### config.mk
export PLATFORM = sky130hd
export DESIGN_NAME = conv_layer_multi
export DESIGN_NICKNAME = d
export VERILOG_FILES = /design/src/rtl/conv_layer_multi.sv
export SDC_FILE = /design/constraint.sdc
export NUM_CORES = 1
export LEC_CHECK = 0
export ABC_AREA = 0
export BUFFER_PORTS_ARGS = -buffer_cell sky130_fd_sc_hd__clkbuf_2
export CORE_MARGIN = 1.5
export CORE_UTILIZATION = 55
export CTS_BUF_LIST = sky130_fd_sc_hd__clkbuf_4
export DETAILED_ROUTE_END_ITERATION = 16
export PLACE_DENSITY = 0.72
export SYNTH_ARGS = -nofsm -noshare
export SYNTH_HDL_FRONTEND = slang
export SYNTH_SLANG_ARGS = --single-unit
### constraint.sdc
create_clock -name clk_i -period 12.33 [get_ports clk_i]
set_input_delay 3.0825 -clock clk_i [delete_from_list [all_inputs] [get_ports clk_i]]
set_output_delay 3.0825 -clock clk_i [all_outputs]
set_load 0.02 [all_outputs]
### src/rtl/conv_layer_multi.sv
// conv_layer_multi: NUM_KERNELS parallel valid-mode 1-D convolutions down the height axis of a
// row-major input matrix, with runtime-loadable kernels/biases, saturation and optional ReLU.
module conv_layer_multi #(
    parameter int INPUT_LAYER_HEIGHT = 4,
    parameter int KERNEL_HEIGHT      = 3,
    parameter int KERNEL_WIDTH       = 2,
    parameter int NUM_KERNELS        = 2,
    parameter int WORD_SIZE          = 8,
    parameter int INT_BITS           = 8,
    parameter bit RELU_EN            = 1'b0
) (
    input  logic                                                                  clk_i,
    input  logic                                                                  reset_i,
    input  logic                                                                  start_i,
    input  logic                                                                  valid_i,
    output logic                                                                  ready_o,
    input  logic [WORD_SIZE-1:0]                                                  data_i,
    input  logic                                                                  w_wen_i,
    input  logic [$clog2(NUM_KERNELS*(KERNEL_HEIGHT*KERNEL_WIDTH+1))-1:0]         w_addr_i,
    input  logic [WORD_SIZE-1:0]                                                  w_data_i,
    output logic                                                                  valid_o,
    input  logic                                                                  yumi_i,
    output logic [NUM_KERNELS-1:0][INPUT_LAYER_HEIGHT-KERNEL_HEIGHT:0][WORD_SIZE-1:0] data_o
);
    localparam int FRAC       = WORD_SIZE - INT_BITS;
    localparam int OUT_HEIGHT = INPUT_LAYER_HEIGHT - KERNEL_HEIGHT + 1;
    localparam int TAPS       = KERNEL_HEIGHT * KERNEL_WIDTH;
    localparam int N_IN       = INPUT_LAYER_HEIGHT * KERNEL_WIDTH;
    localparam int N_W        = NUM_KERNELS * (TAPS + 1);
    localparam int XA         = N_IN > 1 ? $clog2(N_IN) : 1;
    localparam int WA         = $clog2(N_W);
    localparam int TA         = TAPS > 1 ? $clog2(TAPS) : 1;
    localparam int JA         = OUT_HEIGHT > 1 ? $clog2(OUT_HEIGHT) : 1;
    localparam int AW         = 2 * WORD_SIZE + $clog2(TAPS + 1);
    localparam logic signed [AW-1:0] SMAX = AW'((1 << (WORD_SIZE - 1)) - 1);
    localparam logic signed [AW-1:0] SMIN = -SMAX - 1;

    typedef enum logic [1:0] {S_IDLE, S_LOAD, S_COMPUTE, S_DONE} state_t;

    state_t                       r_state, w_state_nx;
    logic [WORD_SIZE-1:0]         r_w [N_W];
    logic [WORD_SIZE-1:0]         r_x [N_IN];
    logic signed [AW-1:0]         r_acc [NUM_KERNELS];
    logic [XA-1:0]                r_idx;
    logic [TA-1:0]                r_t;
    logic [JA-1:0]                r_j;
    logic                         w_accept, w_last_in, w_last_tap, w_last_j;
    logic [XA-1:0]                w_xi;
    logic signed [2*WORD_SIZE-1:0] w_prod [NUM_KERNELS];
    logic signed [AW-1:0]         w_bias [NUM_KERNELS];
    logic signed [AW-1:0]         w_acc_nx [NUM_KERNELS];
    logic signed [AW-1:0]         w_sh [NUM_KERNELS];
    logic signed [AW-1:0]         w_sat [NUM_KERNELS];
    logic [WORD_SIZE-1:0]         w_res [NUM_KERNELS];

    assign w_accept   = (r_state == S_LOAD) && valid_i;
    assign w_last_in  = r_idx == XA'(N_IN - 1);
    assign w_last_tap = r_t == TA'(TAPS - 1);
    assign w_last_j   = r_j == JA'(OUT_HEIGHT - 1);

    always_ff @(posedge clk_i or posedge reset_i) begin
        if (reset_i) r_state <= S_IDLE;
        else         r_state <= w_state_nx;
    end

    always_comb begin
        w_state_nx = r_state;
        ready_o    = r_state == S_LOAD;
        valid_o    = r_state == S_DONE;
        case (r_state)
            S_IDLE:    if (start_i) w_state_nx = S_LOAD;
            S_LOAD:    if (w_accept && w_last_in) w_state_nx = S_COMPUTE;
            S_COMPUTE: if (w_last_tap && w_last_j) w_state_nx = S_DONE;
            S_DONE:    if (yumi_i) w_state_nx = S_IDLE;
            default:   w_state_nx = S_IDLE;
        endcase
    end

    // Tap t of output j reads x[j+i][c], which in row-major order is simply j*KERNEL_WIDTH + t.
    always_comb begin
        w_xi = XA'(int'(r_j) * KERNEL_WIDTH + int'(r_t));
        for (int k = 0; k < NUM_KERNELS; k++) begin
            w_bias[k]   = AW'($signed(r_w[WA'(k * (TAPS + 1) + TAPS)])) <<< FRAC;
            w_prod[k]   = (2*WORD_SIZE)'($signed(r_w[WA'(k * (TAPS + 1) + int'(r_t))]))
                        * (2*WORD_SIZE)'($signed(r_x[w_xi]));
            w_acc_nx[k] = (r_t == '0 ? w_bias[k] : r_acc[k]) + AW'(w_prod[k]);
            w_sh[k]     = w_acc_nx[k] >>> FRAC;
            w_sat[k]    = w_sh[k] > SMAX ? SMAX : w_sh[k] < SMIN ? SMIN : w_sh[k];
            w_res[k]    = (RELU_EN && w_sat[k][AW-1]) ? '0 : w_sat[k][WORD_SIZE-1:0];
        end
    end

    always_ff @(posedge clk_i or posedge reset_i) begin
        if (reset_i) begin
            r_w    <= '{default: '0};
            r_x    <= '{default: '0};
            r_acc  <= '{default: '0};
            r_idx  <= '0;
            r_t    <= '0;
            r_j    <= '0;
            data_o <= '0;
        end else begin
            if (r_state == S_IDLE && w_wen_i && int'(w_addr_i) < N_W)
                r_w[w_addr_i] <= w_data_i;
            if (w_accept) begin
                r_x[r_idx] <= data_i;
                r_idx      <= w_last_in ? '0 : r_idx + 1'b1;
            end
            if (r_state == S_COMPUTE) begin
                r_acc <= w_acc_nx;
                r_t   <= w_last_tap ? '0 : r_t + 1'b1;
                if (w_last_tap) r_j <= w_last_j ? '0 : r_j + 1'b1;
                for (int k = 0; k < NUM_KERNELS; k++)
                    if (w_last_tap) data_o[k][r_j] <= w_res[k];
            end
        end
    end
endmodule

==> impl_metrics.toml, run 1 <==
[run_status]
outcome = "finished, final reports clean"

[grt]
grt_overflow = 0
grt_use_total = 0.254
grt_max_degree = 113
grt_first_pass_wirelength_um = 67800
grt_pass1_vias = 12874
antenna_found_initial = 3

[routing]
via_per_inst = 5.66
wl_um = 40500
first_pass_iters = 7
drt-initial-drc-count = 662
wl_per_cell_um = 18.8
drc_errors = 0
vias = 12196
ant_nets = 0

[sta]
maxSlewViolCount = 0
tightest_slew_ps = 1310
min_period_ps = 8750
finalCritPeriodShare = 0.710
fin_tns_setup_ps = 0
setup_violations = 0
skew_ps = 91.5
fmax_ghz = 0.114
hold_viol_final = 0
relSlewSlack = 0.129
rsz0062_at_grt = "false"

[logic_synthesis]
synth_warnings = 0
yosysTopAreaCell = "dfrtp_1"
ys_seq_area_frac = 0.345
synth_most_common_cell = "dfrtp_1"
avgSynthCellArea_um2 = 11.8
synth_edf_count = 0
ys_types = 61
synth_flop_cell = "dfrtp_1"
synth_area_mm2 = 0.0185
syn_inst = 1572
synth_top_area_frac = 0.345
synth_seq_cells = 255
synthArstFlopShare = 1.00
syn_nets = 1867
yosys-top-cells-area = "dfrtp_1 (35%), fa_1 (18%), mux2_2 (13%)"
ys_top_cells_by_count = "dfrtp_1 (255), mux2_2 (216), inv_1 (192)"

[worst_setup_path]
worstRegToRegCells = 25
critPathKind = "reg2reg"
regToRegSetupSlack_ps = 3580
crit_top_cell = "fa_1"
r2r-start = "r_t[1]"
cp_slowest_stage_delay_ps = 1040
crit_family = "adder cells"
worstPathMaxFanout = 22
crit_path_start_kind = "register"
crit_arrival_ps = 9280
cp_num_buf_inv = 4
worstReg2RegEnd = "data_o[21]"
slowest_stage = "a221oi_1"
worstSetupEndpoint = "data_o[21]"
required_ps = 12860
crit_path_end_kind = "register"
startpoint = "r_t[1]"
path_depth = 25

[floorplan]
die_y_um = 186
die_w_um = 186
die_area_mm2 = 0.0347
fp.coreArea_mm2 = 0.0328
num_io_pins = 60
std_cell_rows = 66
initial_utilization = 0.563

[clock_network]
htree_num_levels = 3
cts.sinks = 255
clk_latency_ps = 760
cts-resized-gates = 0
clk_pin_slew_ps = 60
cts_setup_buffers = 0
hold_buffers = 0
clockBufferDepth = 3
cts_buffers = 70
cts_tree = "done"
cts-root-buf = "clkbuf_4"

[final_layout]
drive_gt1_frac = 0.271
multiInputGateArea_mm2 = 0.0112
register_area_mm2 = 0.00638
fillers = 2670
num-nets-final = 1960
synthToLayoutAreaGrowth_pct = 9.04

[place]
gp_congestion = 0.902
dp_hpwl_um = 29900
portBuffers = 59

[job]
maxCapViolCount = 0

[hold_path]
hp-class = "reg2reg"
-- worst min-delay path, cell delays in order (launching register included) --
cell	delay, ps
dfrtp_1	340
nand2_1	50
o21ai_0	60
-- flip-flops by register name (all words and copies together), names as in the netlist --
name     cells
r_w        112
r_x         64
r_acc       38
data_o      32
r_idx        3
r_t          3
r_state      2
r_j          1
-- cell type report --
cell class                      instances  area share
Multi-Input combinational cell       1065       0.554
Tap cell                              442      0.0275
Antenna cell                            2    0.000248
Clock buffer                           96      0.0358
Clock inverter                         22     0.00696
Sequential cell                       255       0.317
Timing Repair Buffer                   81      0.0229
Inverter                              192      0.0362
-- cell families after synthesis --
logic type / count (synthesis) / synth area share
multiplexers: 288 / 0.198
AO/OA/AOI/OAI: 162 / 0.0593
buffers and inverters: 252 / 0.0518
flip-flops: 255 / 0.345
adder cells (fa/ha/maj): 269 / 0.250
AND/OR/NAND/NOR: 304 / 0.0753
XOR/XNOR: 42 / 0.0199
-- how the worst min path moves through the flow --
stage | depth (start not counted) | endpoint | startpoint | slack, ps
after global routing | 1 | r_w[92] | r_w[92] | 510
after CTS | 2 | data_o[24] | data_o[24] | 490
after floorplan | 2 | r_acc[31] | r_acc[31] | 450
after detailed placement | 2 | data_o[24] | data_o[24] | 470
after global placement | 2 | data_o[6] | data_o[6] | 460
final | 2 | data_o[24] | data_o[24] | 490
-- metrics by stage --
| step | hold WS, ps | instance area, um^2 | util | instances | setup WS (ps) |
|---|---|---|---|---|---|
| CTS | 486 | 20100 | 0.614 | 2153 | 3680 |
| detailed placement | 472 | 19300 | 0.588 | 2035 | 3760 |
| floorplan | 453 | 18500 | - | 1572 | 2230 |
| global placement | 463 | 19300 | 0.588 | 2035 | 3870 |
| finish | 486 | 20100 | 0.614 | 2155 | 3580 |
| global route | 510 | 20100 | 0.614 | 2154 | 3150 |
-- metal layers --
| metal | global-route usage | share of wire |
|---|---|---|
| met5 | 0 | 0 |
| met4 | 0.0806 | 0.021 |
| met3 | 0.0504 | 0.058 |
| met2 | 0.394 | 0.45 |
| met1 | 0.362 | 0.47 |
-- layout by cell type, fill, tap and decap left out, drive strengths merged, types with 6 or more instances in the layout --
| cell | instances |
|---|---|
| a211oi | 16 |
| a21o | 9 |
| a21oi | 42 |
| a221oi | 6 |
| a22o | 12 |
| and2 | 10 |
| buf | 22 |
| clkbuf | 155 |
| clkinv | 17 |
| dfrtp | 255 |
| fa | 168 |
| ha | 101 |
| inv | 195 |
| mux2 | 216 |
| mux2i | 32 |
| mux4 | 40 |
| nand2 | 71 |
| nand2b | 20 |
| nand3 | 7 |
| nor2 | 141 |
| nor2b | 6 |
| nor3 | 10 |
| o21ai | 37 |
| or2 | 14 |
| xnor2 | 31 |
| xor2 | 11 |
Power of run 1 is left out: the tool's default activity adds up to more than one toggle a clock period on the data nets, which glitch-free logic cannot reach.
==> run 2, diff against run 1 <==
--- a/config.mk
+++ b/config.mk
@@ -5,7 +5,7 @@
 export SDC_FILE = /design/constraint.sdc
 export NUM_CORES = 1
 export LEC_CHECK = 0
-export ABC_AREA = 0
+export ABC_AREA = 1
 export BUFFER_PORTS_ARGS = -buffer_cell sky130_fd_sc_hd__clkbuf_2
 export CORE_MARGIN = 1.5
 export CORE_UTILIZATION = 55
==> constraint.sdc (replaced) <==
create_clock -name clk_i -period 8.1 [get_ports clk_i]
set_input_delay 2.025 -clock clk_i [delete_from_list [all_inputs] [get_ports clk_i]]
set_output_delay 2.025 -clock clk_i [all_outputs]
set_load 0.02 [all_outputs]
==> impl_metrics.toml, run 2 <==
[grt]
grt_use_total = 0.285
antenna_found_initial = 1
grt_max_degree = 160
grt_pass1_vias = 15820
grt_first_pass_wirelength_um = 81100
grt_overflow = 0

[worst_setup_path]
critPathKind = "reg2reg"
worstPathMaxFanout = 34
crit_arrival_ps = 8100
worstReg2RegEnd = "data_o[26]"
regToRegSetupSlack_ps = 630
worstRegToRegCells = 34
crit_path_end_kind = "register"
required_ps = 8730
slowest_stage = "fa_1"
cp_slowest_stage_delay_ps = 570
crit_top_cell = "nand2_1"
worstSetupEndpoint = "data_o[26]"
r2r-start = "r_t[1]"
crit_path_start_kind = "register"
startpoint = "r_t[1]"

[routing]
via_per_inst = 5.43
wl_um = 48700
ant_nets = 0
vias = 15962
drc_errors = 0
wl_per_cell_um = 16.6
first_pass_iters = 6
drt-initial-drc-count = 1307

[floorplan]
die_w_um = 190
fp.coreArea_mm2 = 0.0345
num_io_pins = 60
die_y_um = 190
die_area_mm2 = 0.0360
initial_utilization = 0.557
std_cell_rows = 68

[logic_synthesis]
ys_top_cells_by_count = "nand2_1 (531), o21ai_0 (356), inv_1 (341)"
yosys-top-cells-area = "dfrtp_1 (33%), fa_1 (18%), nand2_1 (10%)"
synth_edf_count = 0
syn_inst = 2370
synth_warnings = 0
synth_seq_cells = 255
synth_most_common_cell = "nand2_1"
ys_types = 42
ys_seq_area_frac = 0.332
syn_nets = 2665
synth_area_mm2 = 0.0192
synthArstFlopShare = 1.00
synth_flop_cell = "dfrtp_1"
synth_top_area_frac = 0.332
yosysTopAreaCell = "dfrtp_1"
avgSynthCellArea_um2 = 8.10

[sta]
hold_viol_final = 0
skew_ps = 53.6
relSlewSlack = 0.369
rsz0062_at_grt = "false"
setup_violations = 0
maxSlewViolCount = 0
finalCritPeriodShare = 0.922
min_period_ps = 7470
fin_tns_setup_ps = 0
tightest_slew_ps = 946
fmax_ghz = 0.134

[hold_path]
hp-class = "reg2reg"
min_from = "data_o[18]"

[place]
portBuffers = 59
gp_congestion = 0.890
dp_hpwl_um = 35600

[final_layout]
layout_commonest_cell = "nand2_1"
reg_top3 = "r_w (112), r_x (64), r_acc (38)"
fillers = 3106
num-nets-final = 2726
synthToLayoutAreaGrowth_pct = 8.24
largest_register_ffs = 112
regMostFlops = "r_w"
final_cell_mix = "nand2_1 (531), o21ai_0 (356), inv_1 (340), dfrtp_1 (254), nor2_1 (240)"
drive_gt1_frac = 0.0955

[clock_network]
hold_buffers = 0
cts.sinks = 255
cts_setup_buffers = 0
cts_buffers = 73
clockBufferDepth = 3
cts_tree = "done"
htree_num_levels = 3
cts-resized-gates = 0
clk_pin_slew_ps = 60
cts-root-buf = "clkbuf_4"
clk_latency_ps = 770

[job]
maxCapViolCount = 0

[run_status]
outcome = "finished, final reports clean"
-- run 2: worst min path at each step --
stage | end | slack [ps] | cells after the start
CTS | r_x[10] | 480 | 2
detailed placement | r_x[10] | 470 | 2
floorplan | r_acc[19] | 440 | 2
global placement | r_x[40] | 460 | 2
finish | data_o[18] | 480 | 2
global route | r_acc[19] | 500 | 2
-- run 2: through the flow --
step	setup slack (ps)	util	instance area [um^2]	cells	hold WS (ps)
CTS	418	0.603	20800	2937	483
finish	628	0.603	20800	2939	481
global route	41.6	0.603	20800	2938	503
global placement	532	0.576	19800	2811	461
detailed placement	453	0.576	19800	2811	468
floorplan	1130	-	19200	2370	442
-- run 2: critical path, delay by kind of cell, from the launching register on --
| family | cells | cell delay [ps] |
|---|---|---|
| AO/OA/AOI/OAI | 3 | 500 |
| adder cells (fa/ha/maj) | 7 | 3020 |
| buffers and inverters | 8 | 1560 |
| flip-flops | 1 | 360 |
| AND/OR/NAND/NOR | 16 | 1890 |
-- run 2: routing by layer --
metal | vias to the layer above | global-route usage | wire [um]
met5 | - | 0 | 0
met4 | 0 | 0.106 | 1420
met3 | 84 | 0.0511 | 3080
met2 | 483 | 0.454 | 22700
met1 | 7733 | 0.391 | 21500
li1 | 7662 | - | -
-- run 2: cells by family after synthesis --
kind of cell	count (synthesis)	share of synthesized area
and+or+nand+nor	864	0.180
adders and majority gates	269	0.241
DFF	255	0.332
muxes	8	0.00417
xor gates and xnor gates	25	0.0122
AOI/OAI and AO/OA	500	0.139
buffers and inverters	449	0.0914
-- run 2: area by class of cell --
| cell class | count | area (um^2) | area share |
|---|---|---|---|
| clock buffer | 108 | 811 | 0.0390 |
| sequential | 255 | 6380 | 0.307 |
| clock inverter | 18 | 109 | 0.00524 |
| tap | 455 | 569 | 0.0274 |
| inverter | 351 | 1320 | 0.0636 |
| multi-input combinational | 1666 | 11100 | 0.533 |
| timing repair buffer | 84 | 508 | 0.0244 |
| antenna | 2 | 5.00 | 0.000241 |
Power of run 2 is left out for the same reason.
